<file path="src/rtl/mem_resp_demux_if.sv">
// Request/response bundle between a memory front-end and the IR/MDR demux.
// The master side issues reads and consumes the registered IR/MDR results.
interface mem_resp_demux_if #(
  parameter int WIDTH = 32,
  parameter int DEPTH = 2
);
  localparam int CW = $clog2(DEPTH) + 1;

  logic             req_valid;
  logic             req_sel;
  logic             req_ready;
  logic             rsp_valid;
  logic [WIDTH-1:0] rsp_data;
  logic             flush;
  logic [WIDTH-1:0] ir_q;
  logic             ir_load;
  logic [WIDTH-1:0] mdr_q;
  logic             mdr_load;
  logic [CW-1:0]    outstanding;
  logic             err;

  modport master (
    output req_valid, req_sel, rsp_valid, rsp_data, flush,
    input  req_ready, ir_q, ir_load, mdr_q, mdr_load, outstanding, err
  );

  modport slave (
    input  req_valid, req_sel, rsp_valid, rsp_data, flush,
    output req_ready, ir_q, ir_load, mdr_q, mdr_load, outstanding, err
  );
endinterface

</file>
<file path="src/rtl/mem_resp_demux.sv">
// Routes in-order memory read responses to IR or MDR using a tag FIFO;
// a flush turns pending tags into a drop count so stale responses are discarded.
module mem_resp_demux #(
  parameter int WIDTH = 32,
  parameter int DEPTH = 2
) (
  input  logic              clk,
  input  logic              reset,
  mem_resp_demux_if.slave   bus
);
  localparam int CW = $clog2(DEPTH) + 1;

  logic [CW-1:0]    count_reg, count_next;
  logic [CW-1:0]    drop_reg, drop_next;
  logic [DEPTH-1:0] tag_reg, tag_next;
  logic [WIDTH-1:0] ir_reg, ir_next;
  logic [WIDTH-1:0] mdr_reg, mdr_next;
  logic             ir_load_reg, ir_load_next;
  logic             mdr_load_reg, mdr_load_next;
  logic             err_reg, err_next;

  logic [CW-1:0]    occupancy;
  logic             ready;
  logic             push;
  logic             rsp_drop;
  logic             rsp_pop;
  logic             rsp_unexp;
  logic             consumed;
  logic [CW-1:0]    push_slot;

  // State register
  always_ff @(posedge clk or posedge reset) begin
    if (reset) begin
      count_reg    <= '0;
      drop_reg     <= '0;
      tag_reg      <= '0;
      ir_reg       <= '0;
      mdr_reg      <= '0;
      ir_load_reg  <= 1'b0;
      mdr_load_reg <= 1'b0;
      err_reg      <= 1'b0;
    end else begin
      count_reg    <= count_next;
      drop_reg     <= drop_next;
      tag_reg      <= tag_next;
      ir_reg       <= ir_next;
      mdr_reg      <= mdr_next;
      ir_load_reg  <= ir_load_next;
      mdr_load_reg <= mdr_load_next;
      err_reg      <= err_next;
    end
  end

  // Next-state logic; stale (dropped) responses take priority over live tags.
  always_comb begin
    push      = bus.req_valid && ready;
    rsp_drop  = bus.rsp_valid && (drop_reg != '0);
    rsp_pop   = bus.rsp_valid && (drop_reg == '0) && (count_reg != '0);
    rsp_unexp = bus.rsp_valid && (drop_reg == '0) && (count_reg == '0);
    consumed  = rsp_drop || rsp_pop;
    push_slot = count_reg - CW'(rsp_pop);

    if (bus.flush) begin
      count_next = '0;
      drop_next  = drop_reg + count_reg - CW'(consumed);
    end else begin
      count_next = count_reg + CW'(push) - CW'(rsp_pop);
      drop_next  = drop_reg - CW'(rsp_drop);
    end

    ir_load_next  = rsp_pop && !tag_reg[0];
    mdr_load_next = rsp_pop && tag_reg[0];
    ir_next       = ir_load_next ? bus.rsp_data : ir_reg;
    mdr_next      = mdr_load_next ? bus.rsp_data : mdr_reg;
    err_next      = err_reg || rsp_unexp;
  end

  // Tag FIFO as a shift register: head at entry 0, new tag lands behind the
  // last live entry after any same-edge pop.
  genvar gi;
  generate
    for (gi = 0; gi < DEPTH; gi++) begin : g_tag
      logic shifted;
      if (gi == DEPTH - 1) begin : g_last
        assign shifted = rsp_pop ? 1'b0 : tag_reg[gi];
      end else begin : g_mid
        assign shifted = rsp_pop ? tag_reg[gi+1] : tag_reg[gi];
      end
      assign tag_next[gi] = bus.flush ? 1'b0 :
                            (push && (push_slot == CW'(gi))) ? bus.req_sel : shifted;
    end
  endgenerate

  // Outputs
  always_comb begin
    occupancy = count_reg + drop_reg;
    ready     = (occupancy < CW'(DEPTH)) && !bus.flush;
  end

  assign bus.req_ready   = ready;
  assign bus.outstanding = occupancy;
  assign bus.ir_q        = ir_reg;
  assign bus.ir_load     = ir_load_reg;
  assign bus.mdr_q       = mdr_reg;
  assign bus.mdr_load    = mdr_load_reg;
  assign bus.err         = err_reg;
endmodule
</file>
<file path="src/flat_wrapper.sv">
// flat-port wrapper written by rule: the top's interface ports become plain ports
module mem_resp_demux_flat 
#(
  parameter int WIDTH = 32,
  parameter int DEPTH = 2
)
  (clk, reset, bus_req_valid, bus_req_sel, bus_rsp_valid, bus_rsp_data, bus_flush, bus_req_ready, bus_ir_q, bus_ir_load, bus_mdr_q, bus_mdr_load, bus_outstanding, bus_err);
  mem_resp_demux_if #(.WIDTH(WIDTH), .DEPTH(DEPTH)) bus_i ();
  input  logic clk;
  input  logic reset;
  input wire logic [$bits(bus_i.req_valid)-1:0] bus_req_valid;
  input wire logic [$bits(bus_i.req_sel)-1:0] bus_req_sel;
  input wire logic [$bits(bus_i.rsp_valid)-1:0] bus_rsp_valid;
  input wire logic [$bits(bus_i.rsp_data)-1:0] bus_rsp_data;
  input wire logic [$bits(bus_i.flush)-1:0] bus_flush;
  output wire logic [$bits(bus_i.req_ready)-1:0] bus_req_ready;
  output wire logic [$bits(bus_i.ir_q)-1:0] bus_ir_q;
  output wire logic [$bits(bus_i.ir_load)-1:0] bus_ir_load;
  output wire logic [$bits(bus_i.mdr_q)-1:0] bus_mdr_q;
  output wire logic [$bits(bus_i.mdr_load)-1:0] bus_mdr_load;
  output wire logic [$bits(bus_i.outstanding)-1:0] bus_outstanding;
  output wire logic [$bits(bus_i.err)-1:0] bus_err;
  assign bus_i.req_valid = bus_req_valid;
  assign bus_i.req_sel = bus_req_sel;
  assign bus_i.rsp_valid = bus_rsp_valid;
  assign bus_i.rsp_data = bus_rsp_data;
  assign bus_i.flush = bus_flush;
  assign bus_req_ready = bus_i.req_ready;
  assign bus_ir_q = bus_i.ir_q;
  assign bus_ir_load = bus_i.ir_load;
  assign bus_mdr_q = bus_i.mdr_q;
  assign bus_mdr_load = bus_i.mdr_load;
  assign bus_outstanding = bus_i.outstanding;
  assign bus_err = bus_i.err;
  mem_resp_demux #(.WIDTH(WIDTH), .DEPTH(DEPTH)) u_core (.clk(clk), .reset(reset), .bus(bus_i));
endmodule
</file>
<file path="config.mk">
export PLATFORM = sky130hd
export DESIGN_NAME = mem_resp_demux_flat
export DESIGN_NICKNAME = d
export VERILOG_FILES = /design/src/rtl/mem_resp_demux_if.sv /design/src/rtl/mem_resp_demux.sv /design/src/flat_wrapper.sv
export SDC_FILE = /design/constraint.sdc
export NUM_CORES = 1
export LEC_CHECK = 0
export CAP_MARGIN = 15
export CORE_MARGIN = 2
export CORE_UTILIZATION = 30
export CTS_CLUSTER_DIAMETER = 50
export DETAILED_ROUTE_END_ITERATION = 12
export PLACE_DENSITY = 0.69
export SLEW_MARGIN = 20
export SYNTH_ARGS = -nofsm -noshare
export SYNTH_HDL_FRONTEND = slang
export SYNTH_SLANG_ARGS = --single-unit
</file>
<file path="constraint.sdc">
create_clock -name clk -period 3.4 [get_ports clk]
set_clock_uncertainty 0.1 [all_clocks]
set_input_delay 0.85 -clock clk [delete_from_list [all_inputs] [get_ports clk]]
set_output_delay 0.85 -clock clk [all_outputs]
set_load 0.05 [all_outputs]
</file>
=== After elaboration in Yosys (flattened, before gate mapping) ===
Cells that the tools add are included.

* Input port bits: 38
* Register bits after elaboration: 73
* Output and inout bits: 70
* Word-level logic and storage cells: 46

* Magnitude comparators: 1
* Equal/unequal tests: 1
* Reductions and logical operators: 21
* Add/subtract/negate cells: 6
* Muxes and demuxes: 8

{| class="wikitable"
|+ Operator list
! cell !! number
|-
| $logic_and A1 B1 Y1 || 10
|-
| $sub A2 B1 Y2 || 4
|-
| $logic_not A2 Y1 || 3
|-
| $mux W1 || 6
|-
| $reduce_bool A3 Y1 || 2
|-
| $mux W2 || 2
|-
| $reduce_bool A2 Y1 || 2
|-
| $add A2 B1 Y2 || 1
|-
| $add A2 B2 Y2 || 1
|-
| $eq A2 B1 Y1 const B || 1
|-
| $logic_not A1 Y1 || 2
|-
| $logic_or A1 B1 Y1 || 2
|-
| $lt A2 B2 Y1 const B || 1
|}

=== Logic depth before layout (Yosys ltp) ===
Gate-level depths: netlist of the first run.

* Word-level depth: 8
* Mapped depth: 7
* Gate-level depth less buffers: 7

=== Least setup slack after synthesis of the first run ===
OpenSTA, ideal clock, no wires.

* Path kind: register to output
* Start point: register u_core.drop_reg[0]
* End point: output port bus_req_ready
* Required time: 2450 ps
* Stages on the path, launching flop included: 5
* Arrival: 2294 ps
* Path buffers: 0
* Setup slack: 156 ps
* Cell sequence: dfrtp_1 > ha_1 > xnor2_1 > xnor2_1 > nor2_1

* Longest elaborated chain between the ends: 3

{| class="wikitable"
|+ RTL lines
! item !! line !! source
|-
| start: declaration || mem_resp_demux.sv:14 || <nowiki>logic [CW-1:0] drop_reg, drop_next;</nowiki>
|-
| start signal: assignment || mem_resp_demux.sv:44 || <nowiki>drop_reg <= drop_next;</nowiki>
|-
| $add A2 B2 Y2 || mem_resp_demux.sv:96 || <nowiki>occupancy = count_reg + drop_reg;</nowiki>
|-
| named net bus_outstanding[1] || flat_wrapper.sv:21 || <nowiki>output wire logic [$bits(bus_i.outstanding)-1:0] bus_outstanding;</nowiki>
|-
| $lt A2 B2 Y1 || mem_resp_demux.sv:97 || <nowiki>ready = (occupancy < CW'(DEPTH)) && !bus.flush;</nowiki>
|-
| $logic_and A1 B1 Y1 || mem_resp_demux.sv:97 ||
|-
| end: declaration || flat_wrapper.sv:16 || <nowiki>output wire logic [$bits(bus_i.req_ready)-1:0] bus_req_ready;</nowiki>
|}

The timed path passes the listed nets, and every way through them passes these cells.

=== Final worst setup path of the first run ===
* Start point: register u_core.drop_reg[0]
* End point: output port bus_outstanding[1]

* Longest elaborated chain between the ends: 1

{| class="wikitable"
|+ RTL lines
! item !! line
|-
| $add A2 B2 Y2 || mem_resp_demux.sv:96
|-
| end: declaration || flat_wrapper.sv:21
|}

Every way passes these cells.

==> summary.md, run 1 <==
| Metric | Value |
|---|---|
| Run status | `complete, no violations` |
| Layout cell share with drive strength beyond 1 | `30.87%` |
| Crit-path cells | `ha_1 > xnor2_1 > xnor2_1 > dlygate4sd2_1` |
| Top cell family by delay on the critical path | `buffers and inverters` |
| Clock sinks | `73` |
| WS Path Type | `flip-flop to output pin` |
| Clock Path Buffers | `2` |
| Placed Area | `0.004185 mm2` |
| Slowest stage cell, crit path | `dlygate4sd2_1` |
| Post-cts resize count | `1` |
| Commonest non-fill, non-tap cell in the layout | `clkdlybuf4s50_1` |
| Largest area contributor in the netlist | `dfrtp_1` |
| Die ar. | `0.01068 mm2` |
| Fin area | `0.004402 mm2` |
| Top Ports | `108` |
| Slew @ Worst Pin | `0.5780 ns` |
| VDD IR max | `0.3928 mV` |
| Global Route Usage Sum | `11.86%` |
| Placeable Area | `0.009684 mm2` |
| Drt drc | `0` |
| Period utilization | `90.76%` |
| Setup Total Neg Slack | `0 ns` |
| Arr. time, crit path | `2.14 ns` |
| Final Hold Violating Endpoints | `0` |
| Synth warn | `0` |
| Largest net degree at the start of global routing | `49` |
| Slew HR | `61.41%` |
| Initial core utilization | `30.58%` |
| Cells after synthesis | `189` |
| Cell Pwr Density | `1066 mW/mm2` |
| CTS root buf | `clkbuf_8` |
| CTS tree | `done` |
| Rows | `36` |
| WL final | `6.188 mm` |
| Area contributors post-synth | `dfrtp_1 (62%), mux2_2 (25%), buf_6 (2.3%)` |
| Placed Cells | `428` |
| Placer Congestion | `0.7451` |
| CP Buf/Inv Count | `1` |
| Worst Hold Class | `flip-flop to flip-flop` |
| Antenna violations before repair | `0` |
| Layout area overhead | `48.63%` |
| CP required | `2.45 ns` |
| CP Capture Type | `output pin` |
| Register area share after synthesis | `61.68%` |
| Synthesized flop and latch total | `73` |
| Cell variety after synth | `27` |
| Maxcap violations | `0` |
| Final Max Slew Viols | `0` |
| Dpl ws | `0.3628 ns` |
| Synthesized net count | `232` |
| Drt wl/cell | `13.94 um` |
| Post-synth top area share | `61.68%` |
| Worst stage delay on the critical path | `0.58 ns` |
| Initial DRC Count | `22` |
| Mean post-synth cell area | `15.67 um2` |
| Final setup viols | `0` |
| Ant diodes | `0` |
| Total gr overflow | `0` |
| Final hold slack | `0.3858 ns` |
| Fin nets | `349` |
| RSZ-0062 raised after global routing | `no` |
| Most Frequent Cell on Critical Path | `xnor2_1` |
| Vias in the first global route | `1,963` |
| Tmin final | `3.086 ns` |
| Leak Pwr | `1.995 nW` |
| Post-DP HPWL | `4.516 mm` |
| Most frequent cells in the layout | `clkdlybuf4s50_1 (105), dfrtp_1 (73), mux2_2 (66)` |
| CP Max Fanout | `5` |
| Routed vias | `1,917` |
| Clk slew on worst S/H paths | `0.08 ns` |
| Avg Vias per Cell | `4.318` |
| Cts bufs inserted | `9` |
| Global-route wire length before repair | `9.549 mm` |
| Clock Latency Late Sink | `0.33 ns` |
| Setup ws final | `0.3141 ns` |
| Horiz. Die Dim | `103.4 um` |
| Cell area after synthesis | `0.002962 mm2` |
| Drt pass-1 iters | `4` |
| Die Ht | `103.4 um` |
| Hold Buf Count CTS | `0` |
| Startpoint types | `flip-flop` |
| Cell Count, Final, Fillers Out | `444` |
| Port buffer count | `107` |
| Post-DRT Antenna Nets | `0` |
| Postcts setup bufs | `0` |
| Maximum clock rate | `0.3241 GHz` |
| H-tree levels | `3` |
## Yosys cell counts
cell      number
or4b_2         1
dfrtp_1       73
xnor2_1        3
nand3_1        1
nor2b_1        1
nand2_1        3
buf_6          6
clkbuf_8       1
and2b_1        1
mux2i_1        2
o31ai_1        1
mux2_2        66
ha_1           5
nor2_1         5
nor3b_1        1
nand2_2        1
o21a_1         1
nor3_1         1
nor4b_4        1
and2_1         1
o21ba_2        1
or2_2          1
o21bai_1       1
nor2_2         1
xor2_1         2
o21ai_0        1
inv_1          7
## area by class of cell
type / instances / area, um2
repair buffers: 113 / 1137
clock buffers: 9 / 123.9
multi-input cells: 102 / 1027
clock inverters: 7 / 93.84
well taps: 133 / 166.4
fillers: 915 / 5283
inverters: 7 / 26.28
flip-flops and latches: 73 / 1827
## report_power, final
part	total (mW)	switching (mW)	internal (mW)
combinational	2.55	1.61	0.947
clock	0.740	0.327	0.413
sequential	1.40	0.189	1.21
## cells by family (layout without fill, tap and decap cells)
group / count (synthesis) / count (layout) / synth area share [%]
flops: 73 / 73 / 61.68
mux: 68 / 68 / 25.77
simple gates: 19 / 19 / 4.056
buf+inv: 14 / 136 / 3.633
fa+ha+maj: 5 / 5 / 2.112
compound gates: 5 / 5 / 1.268
xor+xnor: 5 / 5 / 1.479
## routing by layer
layer / routed length, um / global-route usage (%) / share of wire, %
met1: 2656 / 14.06 / 43
met2: 3068 / 20.15 / 50
met3: 405 / 4.099 / 6.5
met4: 57 / 3.947 / 0.92
met5: 0 / 0 / 0
## per-stage QoR
stage               total power [mW]  util (%)
finish                         4.691     45.45
global route                   4.936     45.45
CTS                            4.754     45.45
detailed placement             4.002     43.22
global placement               3.962     43.22
floorplan                      3.120         -
## worst paths after layout
path                                    start                   end  slack, ns  cells past startpoint
max                        u_core.drop_reg[0]    bus_outstanding[1]       0.31                      4
min                            u_core.bus.err        u_core.bus.err       0.39                      1
max reg2reg                u_core.drop_reg[0]   u_core.bus.ir_q[24]       1.43                      5
min reg2reg                    u_core.bus.err        u_core.bus.err       0.39                      1
max in group asynchronous               reset  u_core.bus.mdr_q[30]       1.75                      3
min in group asynchronous               reset   u_core.bus.ir_q[18]       0.80                      2
Power figures use the tool's default switching activity.
==> inputs of run 2 (changes only) <==
- HOLD_SLACK_MARGIN: default -> 0.08
==> results of run 2 <==
Same layout as run 1: the final DEF is identical, and so are final timing and power.
